===== src/rtl/alu_md_unit.sv =====
// Execute-stage ALU with full RV32I decode and optional iterative RV32M multiply/divide.
// Single-cycle ops answer one cycle after acceptance; MUL/DIV hold busy for XLEN+1 cycles.
module alu_md_unit #(
  parameter int XLEN     = 32,
  parameter int ENABLE_M = 1
) (
  input  logic            clk,
  input  logic            reset,
  input  logic            flush,
  input  logic            in_valid,
  output logic            in_ready,
  input  logic [1:0]      ALUOp,
  input  logic [2:0]      fun3,
  input  logic [6:0]      fun7,
  input  logic            op5,
  input  logic [XLEN-1:0] src_a,
  input  logic [XLEN-1:0] src_b,
  output logic [XLEN-1:0] result,
  output logic            zero,
  output logic            out_valid,
  output logic            busy
);

  localparam int SW = $clog2(XLEN);
  localparam logic [SW-1:0] LAST = SW'(XLEN - 1);
  localparam logic M_ON = (ENABLE_M != 0);

  localparam logic [1:0] S_IDLE = 2'd0;
  localparam logic [1:0] S_MUL  = 2'd1;
  localparam logic [1:0] S_DIV  = 2'd2;
  localparam logic [1:0] S_DONE = 2'd3;

  localparam logic [XLEN-1:0] MIN_NEG  = {1'b1, {(XLEN-1){1'b0}}};
  localparam logic [XLEN-1:0] ALL_ONES = {XLEN{1'b1}};

  logic [1:0]        state;
  logic [SW-1:0]     cnt;
  logic [2*XLEN-1:0] acc;
  logic [XLEN-1:0]   opnd;
  logic [2:0]        op_f3;
  logic              neg_res;

  assign in_ready = (state == S_IDLE) && !reset;
  assign busy     = (state != S_IDLE);

  // Base RV32I ALU
  logic [SW-1:0]          shamt;
  logic signed [XLEN-1:0] sra_out;
  logic [XLEN-1:0]        alu_out;

  assign shamt   = src_b[SW-1:0];
  assign sra_out = $signed(src_a) >>> shamt;

  always_comb begin
    alu_out = src_a + src_b;
    case (ALUOp)
      2'b01: alu_out = src_a - src_b;
      2'b10: begin
        case (fun3)
          3'b000:  alu_out = (fun7[5] && op5) ? (src_a - src_b) : (src_a + src_b);
          3'b001:  alu_out = src_a << shamt;
          3'b010:  alu_out = {{(XLEN-1){1'b0}}, ($signed(src_a) < $signed(src_b))};
          3'b011:  alu_out = {{(XLEN-1){1'b0}}, (src_a < src_b)};
          3'b100:  alu_out = src_a ^ src_b;
          3'b101:  alu_out = fun7[5] ? sra_out : (src_a >> shamt);
          3'b110:  alu_out = src_a | src_b;
          default: alu_out = src_a & src_b;
        endcase
      end
      default: alu_out = src_a + src_b;
    endcase
  end

  // M-op decode and operand preparation at acceptance
  logic            is_m, is_div, a_sgn, b_sgn, a_neg, b_neg, neg_n;
  logic            div_zero, div_ovf, special;
  logic [XLEN-1:0] a_mag, b_mag, special_res;

  always_comb begin
    is_m        = M_ON && (ALUOp == 2'b10) && op5 && (fun7 == 7'b0000001);
    is_div      = fun3[2];
    a_sgn       = is_div ? !fun3[0] : (fun3[1:0] != 2'b11);
    b_sgn       = is_div ? !fun3[0] : !fun3[1];
    a_neg       = a_sgn && src_a[XLEN-1];
    b_neg       = b_sgn && src_b[XLEN-1];
    a_mag       = a_neg ? -src_a : src_a;
    b_mag       = b_neg ? -src_b : src_b;
    // Remainder takes the dividend's sign; products and quotients the XOR of both
    neg_n       = (is_div && fun3[1]) ? a_neg : (a_neg ^ b_neg);
    div_zero    = (src_b == '0);
    div_ovf     = !fun3[0] && (src_a == MIN_NEG) && (src_b == ALL_ONES);
    special     = is_div && (div_zero || div_ovf);
    special_res = div_zero ? (fun3[1] ? src_a : ALL_ONES)
                           : (fun3[1] ? '0 : src_a);
  end

  // One shift-add or restoring-division step per cycle; acc = {hi, lo}
  logic [XLEN:0]     mul_sum, div_shift, div_diff;
  logic [2*XLEN-1:0] mul_next, div_next, acc_next, prod_fix;
  logic [XLEN-1:0]   div_pick, div_fix, fin_res;

  always_comb begin
    mul_sum   = {1'b0, acc[2*XLEN-1:XLEN]} + (acc[0] ? {1'b0, opnd} : '0);
    mul_next  = {mul_sum, acc[XLEN-1:1]};
    div_shift = {acc[2*XLEN-1:XLEN], acc[XLEN-1]};
    div_diff  = div_shift - {1'b0, opnd};
    div_next  = div_diff[XLEN] ? {div_shift[XLEN-1:0], acc[XLEN-2:0], 1'b0}
                               : {div_diff[XLEN-1:0], acc[XLEN-2:0], 1'b1};
    acc_next  = (state == S_DIV) ? div_next : mul_next;
    prod_fix  = neg_res ? -mul_next : mul_next;
    div_pick  = op_f3[1] ? div_next[2*XLEN-1:XLEN] : div_next[XLEN-1:0];
    div_fix   = neg_res ? -div_pick : div_pick;
    if (state == S_DIV)
      fin_res = div_fix;
    else if (op_f3[1:0] == 2'b00)
      fin_res = prod_fix[XLEN-1:0];
    else
      fin_res = prod_fix[2*XLEN-1:XLEN];
  end

  // Sequencer: reset beats flush, flush beats accept
  always_ff @(posedge clk) begin
    if (reset) begin
      state     <= S_IDLE;
      cnt       <= '0;
      acc       <= '0;
      opnd      <= '0;
      op_f3     <= '0;
      neg_res   <= 1'b0;
      result    <= '0;
      zero      <= 1'b1;
      out_valid <= 1'b0;
    end else if (flush) begin
      state     <= S_IDLE;
      out_valid <= 1'b0;
    end else begin
      out_valid <= 1'b0;
      case (state)
        S_IDLE: begin
          if (in_valid) begin
            if (!is_m) begin
              result    <= alu_out;
              zero      <= (alu_out == '0);
              out_valid <= 1'b1;
            end else if (special) begin
              result    <= special_res;
              zero      <= (special_res == '0);
              out_valid <= 1'b1;
              state     <= S_DONE;
            end else begin
              op_f3   <= fun3;
              neg_res <= neg_n;
              cnt     <= '0;
              if (is_div) begin
                acc   <= {{XLEN{1'b0}}, a_mag};
                opnd  <= b_mag;
                state <= S_DIV;
              end else begin
                acc   <= {{XLEN{1'b0}}, b_mag};
                opnd  <= a_mag;
                state <= S_MUL;
              end
            end
          end
        end
        S_MUL, S_DIV: begin
          acc <= acc_next;
          cnt <= cnt + SW'(1);
          if (cnt == LAST) begin
            result    <= fin_res;
            zero      <= (fin_res == '0);
            out_valid <= 1'b1;
            state     <= S_DONE;
          end
        end
        default: state <= S_IDLE;
      endcase
    end
  end

endmodule

===== config.mk =====
export PLATFORM = sky130hd
export DESIGN_NAME = alu_md_unit
export DESIGN_NICKNAME = d
export VERILOG_FILES = /design/src/rtl/alu_md_unit.sv
export SDC_FILE = /design/constraint.sdc
export NUM_CORES = 2
export LEC_CHECK = 0
export CAP_MARGIN = 10
export CORE_ASPECT_RATIO = 0.75
export CORE_MARGIN = 10
export CORE_UTILIZATION = 60
export DETAILED_ROUTE_END_ITERATION = 12
export DONT_BUFFER_PORTS = 1
export PLACE_DENSITY = 0.76
export SLEW_MARGIN = 5
export SYNTH_ARGS = -nofsm -noshare
export SYNTH_HDL_FRONTEND = slang
export SYNTH_SLANG_ARGS = --single-unit

===== constraint.sdc =====
create_clock -name clk -period 7.4 [get_ports clk]
set_input_delay 1.11 -clock clk [delete_from_list [all_inputs] [get_ports clk]]
set_output_delay 1.11 -clock clk [all_outputs]
set_load 0.02 [all_outputs]

# == Word level (Yosys, flattened, before mapping) ==
# Index checks and enable logic that the tools add are counted.
# word_totals
output_inout_bits,36
input_bits,81
elab_cells,129
ff_bits,140
# classes
eq_ne,20
bitwise_logic,6
mux,51
n_lt_le_gt_ge,2
shifts,3
n_addsub,9
reduce_logical,29
# ops
operator,count
two-way mux 32 bit,18
two-way mux 64 bit,6
case mux 32 bit (7 select lines),1
zero test 32 bit,4
case mux 32 bit (2 select lines),2
case mux 64 bit (2 select lines),1
negation 32 bit,3
"== test 32 bit, second input constant",2
less-than comparator 32 bit,2
negation 64 bit,1
adder 32 x 32 -> 33 bit,1
subtractor 33 x 32 -> 33 bit,1
adder 32 bit,1
bitwise AND 32 bit,1
OR 32 bit,1
<< shifter 32 x 5 -> 32 bit,1
right shift 32 x 5 -> 32 bit,1
>>> shifter 32 x 5 -> 32 bit,1
subtractor 32 bit,1
XOR 32 bit,1
two-way mux 5 bit,3
AND reduction 5 bit,3
two-way mux 1 bit,11
logical AND 1 bit,10
23 further kinds,43

# == Longest topological paths before layout ==
# depth
depth_word,9
mapped_depth,26
depth_no_buf,22

# == Worst setup path before layout ==
# OpenSTA, ideal clock, no wires.
# synth_timing
path_type,in2reg
from,input port src_b[2]
to,register result[28]
setup_ns,0.060
path_slack_ns,1.408
path_buffers,4
path_stages,20
arrival_time_ns,5.931
required_time_ns,7.340
path_cell_list,clkbuf_1 > inv_2 > clkbuf_1 > clkbuf_1 > buf_1 > ha_1 > nand2b_1 > a221o_1 > a211o_1 > a21oi_1 > o41ai_1 > o31a_1 > o31a_1 > o41a_1 > o21ai_0 > xnor2_1 > and2_0 > o22ai_1 > a221oi_1 > o221a_1
# synth_via
elab_chain_cells,7
elab_cells_between_ends,21
classes_between,add/sub (2); eq/ne (2); shift (3); mux (9); reduce/logical (5)
# synth_rtl
item,line,text
start: declaration,17,"input logic [XLEN-1:0] src_b,"
adder 32 bit (tied with other cells),"60, 70",
two-way mux 32 bit (on tied branches),"60, 65",
case mux 32 bit (7 select lines),59,case (fun3)
case mux 32 bit (2 select lines),56,case (ALUOp)
two-way mux 32 bit,141,if (!is_m) begin
two-way mux 32 bit,140,if (in_valid) begin
case mux 32 bit (2 select lines),138,case (state)
end signal: assignment,142,result <= alu_out;
end signal: assignment,146,result <= special_res;
end signal: assignment,170,result <= fin_res;
end: declaration,18,"output logic [XLEN-1:0] result,"
# Parallel ways exist; a longest one is shown, timed or not. The select of a mux whose other input is x is not followed.
# A chain may end at the register's enable or synchronous reset.

# == Worst setup path after layout ==
# layout_timing
from,register acc[31]
to,register zero
# layout_via
elab_chain_cells,9
elab_cells_between_ends,12
classes_between,add/sub (3); mux (8); reduce/logical (1)
# layout_rtl
item,line,text
start: declaration,38,logic [2*XLEN-1:0] acc;
start signal: assignment,155,"acc <= {{XLEN{1'b0}}, a_mag};"
start signal: assignment,159,"acc <= {{XLEN{1'b0}}, b_mag};"
start signal: assignment,167,acc <= acc_next;
subtractor 33 x 32 -> 33 bit,106,"div_diff = div_shift - {1'b0, opnd};"
two-way mux 64 bit,107,"div_next = div_diff[XLEN] ? {div_shift[XLEN-1:0], acc[XLEN-2:0], 1'b0}"
two-way mux 32 bit,111,div_pick = op_f3[1] ? div_next[2*XLEN-1:XLEN] : div_next[XLEN-1:0];
negation 32 bit,112,div_fix = neg_res ? -div_pick : div_pick;
two-way mux 32 bit,112,
two-way mux 32 bit (*),113,if (state == S_DIV)
zero test 32 bit (*),171,zero <= (fin_res == '0);
two-way mux 1 bit (*),169,if (cnt == LAST) begin
case mux 1 bit (2 select lines) (*),138,
end signal: assignment,143,zero <= (alu_out == '0);
end signal: assignment,147,zero <= (special_res == '0);
end signal: assignment,171,
end: declaration,19,"output logic zero,"
# Every way passes the cells marked *; elsewhere a longest branch is shown, timed or not. The select of a mux whose other input is x is not followed.

==> results_dict.tcl <==
set metrics [dict create \
    routed_wl_um 128000 \
    layout-drive-gt1-share_pct 7.91 \
    r2r_setup_slack_ns 0.58 \
    rsz0062_at_grt "no" \
    fin_nets 3987 \
    die-area_mm2 0.0544 \
    ys_warn_count 0 \
    ctsResizeCount 0 \
    synthesis.instances 4011 \
    antenna_left 0 \
    max_cap_viol_count 1 \
    setup-violations-final 0 \
    vias 33200 \
    hpwl_um 96700 \
    die_h_um 205 \
    post_cts_buffers 0 \
    clockPowerShare_pct 32.6 \
    cp_cell_sequence "inv_1 > ha_1 > inv_1 > fa_1 > a211oi_1 > o21a_1 > a2111o_1 > and3b_1 > a21bo_4 > nand3_2 > nand3_1 > a31oi_2 > nor4_1 > a31oi_1 > xnor2_1 > a21oi_1 > nor4bb_1 > nand4b_1 > o31ai_2" \
    synth_enable_flop_cells 0 \
    critPathRequiredTime_ns 7.77 \
    violations "max-capacitance violations" \
    numPortBuffers 0 \
    synthDistinctLibCells 110 \
    fp.coreArea_mm2 0.0448 \
    fillers 4291 \
    grt.overflow.total 0 \
    hold_viol 0 \
    worstSetupPathType "reg -> reg" \
    cts_tree "yes" \
    outcome "finished, violations left" \
    worst_pin_slew_ns 1.47 \
    fmax_ghz 0.147 \
    hold_depth 2 \
    clk_pin_slew_ns 0.07 \
    seqPwrFrac_pct 28.1 \
    drc 0 \
    netlist_area_mm2 0.0273 \
    power_density_mw_per_mm2 103 \
    syn_nets 4269 \
    p_comb_share_pct 39.3 \
    postCtsHoldBufs 0 \
    grt_max_degree 127 \
    hold_class "reg -> reg" \
    cp_common_cell "inv_1" \
    ff2ff_path_depth 19 \
    drt_iter0_drc 6135 \
    ir_drop_mv 0.157 \
    finalCritPeriodShare_pct 92.1 \
    antenna_found_initial 6 \
    avgSynthCellArea_um2 6.79 \
    grt_use_total_pct 44.5 \
    ios 117 \
    rows 67 \
    final.setup_skew_ns 0.0185 \
    initial_utilization_pct 60.9 \
    clkLatencyLatePin_ns 0.46 \
    arrival_ns 7.18 \
    leakage_nw 10.8 \
    crit_slowest_cell "nor4bb_1" \
    die_w_um 266 \
    ys.flop_type "dfxtp_1" \
    holdWs_ns 0.465 \
    cellInternalPower_w 0.00168 \
    fin_util_pct 62.1 \
    detail_route.wl_per_cell_um 29.5 \
    ctsHtreeMaxLevel 4 \
    cp-end-kind "flop" \
    min_from "opnd[19]$_SDFFE_PP0P_" \
    switchingPower_w 0.00118 \
    firstDrtPassIters 7 \
    slew_headroom_pct 1.30 \
    viasPerCell 7.65 \
    period_minus_slack_ns 6.82 \
    start_kind "flop" \
    yosysSeqAreaShare_pct 10.3 \
    layout_commonest_cell "nor2_1" \
    cts_max_path_buffers 2 \
    synth-seq-cells 140 \
    area_delta_synth_final_pct 1.95 \
    cp_max_fo 24 \
    slew_viol_final 0 \
    timing.rr.start "acc[31]$_SDFFE_PP0P_" \
    tns_ns 0 \
    first_global_vias 28100 \
    cts_sinks 140 \
    crit_path_max_incr_delay_ns 0.87 \
    reg2reg_to "zero$_SDFFE_PP1P_" \
    grt_pass1_wl_um 186000 \
    swShare_pct 41.3 \
    async_flop_share_pct 0 \
    min_to "opnd[19]$_SDFFE_PP0P_" \
    final_cell_mix "nor2_1, a21oi_1, nand2_1" \
    power_w 0.00287 \
    gp_congestion 1.12 \
    numCtsBuffers 17 \
    cts-root-buf "clkbuf_16" \
]
stage by stage:
step | cell area (µm²) | cells | worst slack, ns
floorplan | 27300 | 4011 | 1.41
global placement | 27200 | 4296 | 1.29
detailed placement | 27200 | 4296 | 1.16
CTS | 27800 | 4328 | 1.10
global route | 27800 | 4330 | 0.455
finish | 27800 | 4334 | 0.585
cell usage after synthesis, types with 16 or more instances:
master / number / share of area [%]
and3_1: 29 / 0.67
o41ai_1: 19 / 0.61
or3_1: 29 / 0.67
a21oi_1: 355 / 6.5
mux4_2: 67 / 5.5
xor2_1: 33 / 1.1
buf_1: 40 / 0.55
maj3_1: 17 / 0.62
nand2_1: 344 / 4.7
nand3_1: 107 / 2.0
nand4_1: 44 / 1.0
a221oi_1: 30 / 0.96
o21bai_1: 18 / 0.50
o31ai_1: 35 / 0.96
o21ai_0: 276 / 5.1
a211oi_1: 114 / 3.1
a31oi_1: 50 / 1.1
a21o_1: 49 / 1.3
nor4_1: 40 / 0.92
mux2_2: 41 / 1.7
a31o_2: 16 / 0.51
nor3_1: 133 / 2.4
ha_1: 173 / 7.9
nand2b_1: 28 / 0.64
o2111ai_1: 25 / 0.80
mux2i_1: 73 / 2.7
o211ai_1: 76 / 2.1
o221ai_1: 16 / 0.51
clkbuf_1: 313 / 4.3
o22ai_1: 35 / 0.80
xnor2_1: 127 / 4.1
and2_1: 67 / 1.5
or4_1: 16 / 0.44
nor2_1: 489 / 6.7
inv_1: 171 / 2.4
o21a_1: 19 / 0.52
nor2b_1: 23 / 0.53
dfxtp_1: 140 / 10
metal layers:
layer | track usage, % | share of wire (%) | wire, µm | up-vias
met5 | 3.69 | 0.22 | 287 | -
met3 | 24.8 | 21 | 26400 | 403
met2 | 55.0 | 35 | 45400 | 2987
met1 | 61.7 | 39 | 50200 | 15400
met4 | 15.5 | 4.4 | 5590 | 6
li1 | - | - | - | 14300
cell families (layout without fill, tap and decap cells):
family,after synthesis,count (layout),share of synthesized area [%]
AND/OR/NAND/NOR,1428,1428,24.9
AO/OA/AOI/OAI,1363,1363,33.3
buffers and inverters,545,276,7.67
adder cells (fa/ha/maj),194,194,8.86
multiplexers,181,181,9.91
XOR/XNOR,160,160,5.14
flip-flops,140,140,10.3
other,0,6,0
flip-flops by register name, indices dropped and copies added, names as in the netlist:
signal     flops
op_f3          2
neg_res        1
out_valid      1
result        32
cnt            5
state          2
opnd          32
zero           1
acc           64
power by group through the flow:
stage	Sequential (W)	Clock, W	Combinational, W
floorplan	0.000808	0	0.000788
global placement	0.000820	0	0.00104
detailed placement	0.000820	0	0.00104
CTS	0.000803	0.000923	0.00105
global route	0.000805	0.000956	0.00117
finish	0.000805	0.000935	0.00113
critical path, delay by kind of cell, from the launching register on:
family	cells	cell delay, ns
compound gates	8	2.11
xor+xnor	1	0.17
fa+ha+maj	2	0.61
buf+inv	2	0.21
flops	1	0.39
simple gates	6	3.22
how the worst max path moves through the flow:
stage	startpoint	endpoint	slack [ns]	cells after the start
2_1_floorplan	src_b[2]	result[28]$_SDFFE_PP0P_	1.41	20
3_3_place_gp	acc[31]$_SDFFE_PP0P_	zero$_SDFFE_PP1P_	1.29	20
3_5_place_dp	acc[31]$_SDFFE_PP0P_	zero$_SDFFE_PP1P_	1.16	19
4_1_cts	acc[31]$_SDFFE_PP0P_	zero$_SDFFE_PP1P_	1.10	19
5_1_grt	acc[31]$_SDFFE_PP0P_	zero$_SDFFE_PP1P_	0.45	19
6_report	acc[31]$_SDFFE_PP0P_	zero$_SDFFE_PP1P_	0.58	19
area by class of cell:
cell class	instances	area, µm²	area share [%]
clock buffer	17	425	1.53
antenna	6	15.0	0.0540
timing repair buffer	67	503	1.81
tap	586	733	2.64
multi-input combinational	3326	22500	80.8
inverter	177	664	2.39
sequential	140	2810	10.1
clock inverter	15	180	0.649
Note: power is estimated with default switching activity, not from simulation.
